**src/rtl/conn_setup_sequencer.sv**
```systemverilog
// Connection-setup sequencer: queues open/close descriptors and serializes each one
// into the RPC unit's per-field setup command stream, then reports one completion.
module conn_setup_sequencer #(
    parameter int NIC_ID         = 0,
    parameter int QDEPTH         = 4,
    parameter int TIMEOUT_CYCLES = 64,
    parameter int SETUP_CMD_W    = 3
) (
    input  logic                   clk,
    input  logic                   reset,
    input  logic                   initialized_in,
    input  logic                   req_valid_in,
    output logic                   req_ready_out,
    input  logic                   req_open_in,
    input  logic [31:0]            req_conn_id_in,
    input  logic [31:0]            req_dest_ip_in,
    input  logic [15:0]            req_dest_port_in,
    input  logic [15:0]            req_client_flow_id_in,
    output logic                   setup_en_out,
    output logic [SETUP_CMD_W-1:0] setup_cmd_out,
    output logic [31:0]            setup_data_out,
    input  logic                   cm_status_valid_in,
    input  logic                   cm_status_error_in,
    output logic                   done_valid_out,
    output logic [31:0]            done_conn_id_out,
    output logic [1:0]             done_code_out,
    output logic                   busy_out,
    output logic                   error_out
);

    localparam int AW = $clog2(QDEPTH);
    localparam int CW = $clog2(TIMEOUT_CYCLES + 1);
    localparam logic [AW:0]   QFULL   = QDEPTH[AW:0];
    localparam logic [CW-1:0] TMO_MAX = TIMEOUT_CYCLES[CW-1:0];

    localparam logic [SETUP_CMD_W-1:0] SET_UP_CONN_ID        = 0;
    localparam logic [SETUP_CMD_W-1:0] SET_UP_OPEN           = 1;
    localparam logic [SETUP_CMD_W-1:0] SET_UP_DEST_IPV4      = 2;
    localparam logic [SETUP_CMD_W-1:0] SET_UP_DEST_PORT      = 3;
    localparam logic [SETUP_CMD_W-1:0] SET_UP_CLIENT_FLOW_ID = 4;
    localparam logic [SETUP_CMD_W-1:0] SET_UP_ENABLE         = 5;

    typedef enum logic [1:0] {ST_IDLE, ST_ISSUE, ST_WAIT, ST_REPORT} state_t;

    state_t state_q, state_d;

    // Descriptor queue storage; only the pointers and occupancy are reset.
    logic        q_open [QDEPTH];
    logic [31:0] q_conn [QDEPTH];
    logic [31:0] q_ip   [QDEPTH];
    logic [15:0] q_port [QDEPTH];
    logic [15:0] q_flow [QDEPTH];
    logic [AW-1:0] wr_ptr_q, rd_ptr_q;
    logic [AW:0]   count_q;
    logic          push, pop;

    logic        desc_open_q;
    logic [31:0] desc_conn_q, desc_ip_q;
    logic [15:0] desc_port_q, desc_flow_q;

    logic [2:0]    idx_q, idx_d, nframes, field;
    logic [CW-1:0] tmo_q, tmo_d;
    logic [1:0]    code_q, code_d;
    logic          err_q;

    logic                   en_q, en_d;
    logic [SETUP_CMD_W-1:0] cmd_q, cmd_d;
    logic [31:0]            data_q, data_d;

    assign push    = req_valid_in && req_ready_out;
    assign nframes = desc_open_q ? 3'd6 : 3'd3;
    // A close descriptor skips the address fields: its third frame is Enable.
    assign field   = (!desc_open_q && idx_q == 3'd2) ? 3'd5 : idx_q;

    always_comb begin
        state_d = state_q;
        idx_d   = idx_q;
        tmo_d   = tmo_q;
        code_d  = code_q;
        pop     = 1'b0;
        en_d    = 1'b0;
        cmd_d   = '0;
        data_d  = '0;
        case (state_q)
            ST_IDLE: begin
                if (count_q != '0 && initialized_in) begin
                    pop     = 1'b1;
                    idx_d   = '0;
                    state_d = ST_ISSUE;
                end
            end
            ST_ISSUE: begin
                if (idx_q == nframes) begin
                    tmo_d   = '0;
                    state_d = ST_WAIT;
                end else begin
                    en_d  = 1'b1;
                    idx_d = idx_q + 3'd1;
                    case (field)
                        3'd0: begin cmd_d = SET_UP_CONN_ID;        data_d = desc_conn_q; end
                        3'd1: begin cmd_d = SET_UP_OPEN;           data_d = {31'b0, desc_open_q}; end
                        3'd2: begin cmd_d = SET_UP_DEST_IPV4;      data_d = desc_ip_q; end
                        3'd3: begin cmd_d = SET_UP_DEST_PORT;      data_d = {16'b0, desc_port_q}; end
                        3'd4: begin cmd_d = SET_UP_CLIENT_FLOW_ID; data_d = {16'b0, desc_flow_q}; end
                        default: begin cmd_d = SET_UP_ENABLE;      data_d = 32'd1; end
                    endcase
                end
            end
            ST_WAIT: begin
                // Status takes priority over an expiry in the same cycle.
                if (cm_status_valid_in) begin
                    code_d  = cm_status_error_in ? 2'd1 : 2'd0;
                    state_d = ST_REPORT;
                end else if (tmo_q == TMO_MAX) begin
                    code_d  = 2'd2;
                    state_d = ST_REPORT;
                end else begin
                    tmo_d = tmo_q + 1'b1;
                end
            end
            default: state_d = ST_IDLE;
        endcase
    end

    always_ff @(posedge clk) begin
        if (reset) begin
            state_q     <= ST_IDLE;
            wr_ptr_q    <= '0;
            rd_ptr_q    <= '0;
            count_q     <= '0;
            desc_open_q <= 1'b0;
            desc_conn_q <= '0;
            desc_ip_q   <= '0;
            desc_port_q <= '0;
            desc_flow_q <= '0;
            idx_q       <= '0;
            tmo_q       <= '0;
            code_q      <= '0;
            err_q       <= 1'b0;
            en_q        <= 1'b0;
            cmd_q       <= '0;
            data_q      <= '0;
        end else begin
            state_q <= state_d;
            idx_q   <= idx_d;
            tmo_q   <= tmo_d;
            code_q  <= code_d;
            en_q    <= en_d;
            cmd_q   <= cmd_d;
            data_q  <= data_d;
            if (push) wr_ptr_q <= wr_ptr_q + 1'b1;
            if (pop) begin
                rd_ptr_q    <= rd_ptr_q + 1'b1;
                desc_open_q <= q_open[rd_ptr_q];
                desc_conn_q <= q_conn[rd_ptr_q];
                desc_ip_q   <= q_ip[rd_ptr_q];
                desc_port_q <= q_port[rd_ptr_q];
                desc_flow_q <= q_flow[rd_ptr_q];
            end
            case ({push, pop})
                2'b10:   count_q <= count_q + 1'b1;
                2'b01:   count_q <= count_q - 1'b1;
                default: count_q <= count_q;
            endcase
            if (cm_status_valid_in && state_q != ST_WAIT) begin
                err_q <= 1'b1;
`ifndef SYNTHESIS
                $display("conn_setup_sequencer[%0d]: status strobe outside WAIT ignored", NIC_ID);
`endif
            end
        end
    end

    always_ff @(posedge clk) begin
        if (push) begin
            q_open[wr_ptr_q] <= req_open_in;
            q_conn[wr_ptr_q] <= req_conn_id_in;
            q_ip[wr_ptr_q]   <= req_dest_ip_in;
            q_port[wr_ptr_q] <= req_dest_port_in;
            q_flow[wr_ptr_q] <= req_client_flow_id_in;
        end
    end

    assign req_ready_out    = (count_q != QFULL);
    assign busy_out         = (state_q != ST_IDLE) || (count_q != '0);
    assign error_out        = err_q;
    assign setup_en_out     = en_q;
    assign setup_cmd_out    = cmd_q;
    assign setup_data_out   = data_q;
    assign done_valid_out   = (state_q == ST_REPORT);
    assign done_conn_id_out = (state_q == ST_REPORT) ? desc_conn_q : 32'd0;
    assign done_code_out    = (state_q == ST_REPORT) ? code_q : 2'd0;

endmodule

```
**config.mk**
```make
export PLATFORM = sky130hd
export DESIGN_NAME = conn_setup_sequencer
export DESIGN_NICKNAME = d
export VERILOG_FILES = /design/src/rtl/conn_setup_sequencer.sv
export SDC_FILE = /design/constraint.sdc
export NUM_CORES = 1
export LEC_CHECK = 0
export ABC_AREA = 1
export CORE_UTILIZATION = 33
export DETAILED_ROUTE_END_ITERATION = 8
export DONT_BUFFER_PORTS = 1
export GPL_ROUTABILITY_DRIVEN = 0
export GPL_TIMING_DRIVEN = 0
export REMOVE_ABC_BUFFERS = 1
export SLEW_MARGIN = 40
export SYNTH_ARGS = -nofsm -noshare
export SYNTH_HDL_FRONTEND = slang
export SYNTH_SLANG_ARGS = --single-unit
export TNS_END_PERCENT = 1
```
**constraint.sdc**
```tcl
create_clock -name clk -period 8.43 [get_ports clk]
set_input_delay 1.686 -clock clk [delete_from_list [all_inputs] [get_ports clk]]
set_output_delay 1.686 -clock clk [all_outputs]
set_load 0.01 [all_outputs]
```
==> flow_summary.toml <==
[place]
pre_cts_ws_ns = 4.74
hpwl_mm = 33.4
port_buffers = 0
placedCellCount = 2626
place_area_mm2 = 0.0226

[power]
vdd_drop_max_uv = 186
powerDensity_mw_per_mm2 = 317
design_power_total_w = 0.00775
p_leak_nw = 8.51

[clock_tree]
postCtsHoldBufs = 0
clk-insertion-delay-late_ns = 0.60
cts_resized = 0
tritoncts.num_buffers = 59
cts_tree = "done"
cts-htree-levels = 2
clkTransAtPathRegs_ns = 0.06
clock_sink_count = 543
clockBufferDepth = 3
post_cts_buffers = 0
cts-root-buf = "clkbuf_16"

[logic_synthesis]
synth_edf_count = 388
synth-seq-cells = 543
yosysSeqAreaShare_pct = 70.7
synth_area_leaders = "edfxtp_1, dfxtp_1, nor2_1, o21ai_0, nand2_1"
avgSynthCellArea_um2 = 11.3
yosysWarnings = 0
synthCells = 1850
syn_area_mm2 = 0.0209
synth_top_area_share_pct = 55.9
synth_area_leader_cell = "edfxtp_1"
ys_types = 33
synthArstFlopShare_pct = 0
synth_ff_type = "edfxtp_1"

[timing]
setup_violations = 0
finalCritPeriodShare_pct = 44.6
max_slew_margin_pct = 48.4
hold_viol = 0
worst_pin_slew_ns = 0.773
rsz0062_at_grt = "false"
finalMaxSlewViolations = 0
fin_worst_skew_ns = 0.0184
fmaxAchievable_ghz = 0.266
min_period_ns = 3.76
fin_ws_ns = 4.67

[grt]
grt_pass1_wl_mm = 81.8
grt_pass1_vias = 13500
grt_max_degree = 136
antenna_found_initial = 0
grt_overflow_total = 0
globalRouteTotalUtil_pct = 17.1

[drt]
routedWlPerCell_um = 20.2
drc_errors = 0
via_per_inst = 5.02
ant_nets = 0
first_pass_iters = 5
drt_iter0_markers = 733
totalWireLength_mm = 55.2
via_count = 13800

[cells_and_area]
fill_cells = 5846
finalInstanceArea_mm2 = 0.0245
fin_cells = 2738
final_common_cell = "nor2_1"
mostFrequentLayoutCells = "nor2_1, edfxtp_1, o21ai_0"
syn2layout_area_growth_pct = 17.4
num_antenna_cells = 0
finalNetCount = 1969
layout-drive-gt1-share_pct = 10.1

[floorplanning]
die_y_um = 253
die_w_um = 253
core-area_mm2 = 0.0621
rows = 91
ios = 177
start_util_pct = 33.6
die_area_mm2 = 0.0642

[run]
maxCapViolCount = 0

[setup_path]
cp_max_fo = 18
cp_data_arrival_time_ns = 2.07
startpoint_type = "flop"
critical_path_class = "reg2out"
cp-end-kind = "output port"
critical_path_required_ns = 6.74

[worst_hold_path]
hp-class = "reg2reg"

[outcome]
status = "completed"
## metrics by stage
stage / setup TNS (ns) / utilization (%) / hold WS [ns]
after floorplan: 0 / - / 0.427
after global placement: -1184.24 / 34.4 / 0.433
after detailed placement: 0 / 36.4 / 0.439
after CTS: 0 / 39.4 / 0.448
after global routing: 0 / 39.4 / 0.469
final: 0 / 39.4 / 0.446
## where the power goes
group	switching [W]	internal (W)
logic	0.00126	0.000616
registers	0.000173	0.00323
clock network	0.00104	0.00143
## area by class of cell
class,instances,area [um^2],area share [%]
Tap cell,837,1050,4.28
Sequential cell,543,14800,60.3
Clock buffer,89,1710,6.99
Multi-Input combinational cell,1113,5290,21.6
Inverter,80,339,1.39
Clock inverter,22,156,0.639
Timing Repair Buffer,54,1170,4.78
## logic make-up (layout without fill, tap and decap cells)
group                      after synthesis  in the layout  share of synthesized area (%)
DFF                                    543            543                           70.7
adders and majority gates               15             15                          0.936
and+or+nand+nor                        620            620                           11.7
buffers and inverters                  194            245                           4.20
xor gates and xnor gates                 3              3                          0.126
AOI/OAI and AO/OA                      475            475                           12.3
## layer usage
metal / vias to the layer above / GRT usage, % / part of all wire [%]
li1: 6469 / - / -
met1: 6809 / 21.6 / 43
met2: 384 / 28.4 / 47
met3: 91 / 4.50 / 7.1
met4: 0 / 5.35 / 2.5
met5: - / 0 / 0
## worst paths after layout
check | startpoint | slack, ns | depth (start not counted) | end
max | state_q[0]$_SDFFE_PP0P_ | 4.67 | 4 | done_conn_id_out[20]
min | desc_flow_q[2]$_SDFFE_PP0P_ | 0.45 | 2 | desc_flow_q[2]$_SDFFE_PP0P_
max reg2reg | idx_q[0]$_SDFFE_PP0P_ | 5.56 | 7 | setup_data_out[2]$_SDFF_PP0_
min reg2reg | desc_flow_q[2]$_SDFFE_PP0P_ | 0.45 | 2 | desc_flow_q[2]$_SDFFE_PP0P_
## registers in the layout, indices dropped and copies added, names as in the netlist, 2 cells and up
| name | count |
|---|---|
| q_conn | 128 |
| q_ip | 128 |
| q_flow | 64 |
| q_port | 64 |
| desc_conn_q | 32 |
| desc_ip_q | 32 |
| setup_data_out | 32 |
| desc_flow_q | 16 |
| desc_port_q | 16 |
| tmo_q | 7 |
| q_open | 4 |
| count_q | 3 |
| idx_q | 3 |
| setup_cmd_out | 3 |
| code_q | 2 |
| rd_ptr_q | 2 |
| state_q | 2 |
| wr_ptr_q | 2 |
## critical path: stages, from the launching register on
cell and delay [ns]:
dfxtp_1 0.48, ha_4 0.43, buf_12 0.25, nand2_1 0.10, inv_1 0.19
## Yosys cell counts (2+ instances only)
library cell    n
o21ai_0       271
xnor2_1         2
nand3b_1        3
a21oi_1        44
a21oi_2        13
buf_6           9
nand2_2         4
inv_1          73
nor2_1        408
clkbuf_1       51
nand3_1        16
o21ai_1        48
nor2_2         10
ha_1           14
o22ai_1        97
clkbuf_2        3
nand2_1       167
buf_4           4
inv_2           5
nor2_4          2
buf_2          47
dfxtp_1       155
edfxtp_1      388
nand2_4         2
nand4_1         6
Power figures use the tool's default switching activity.
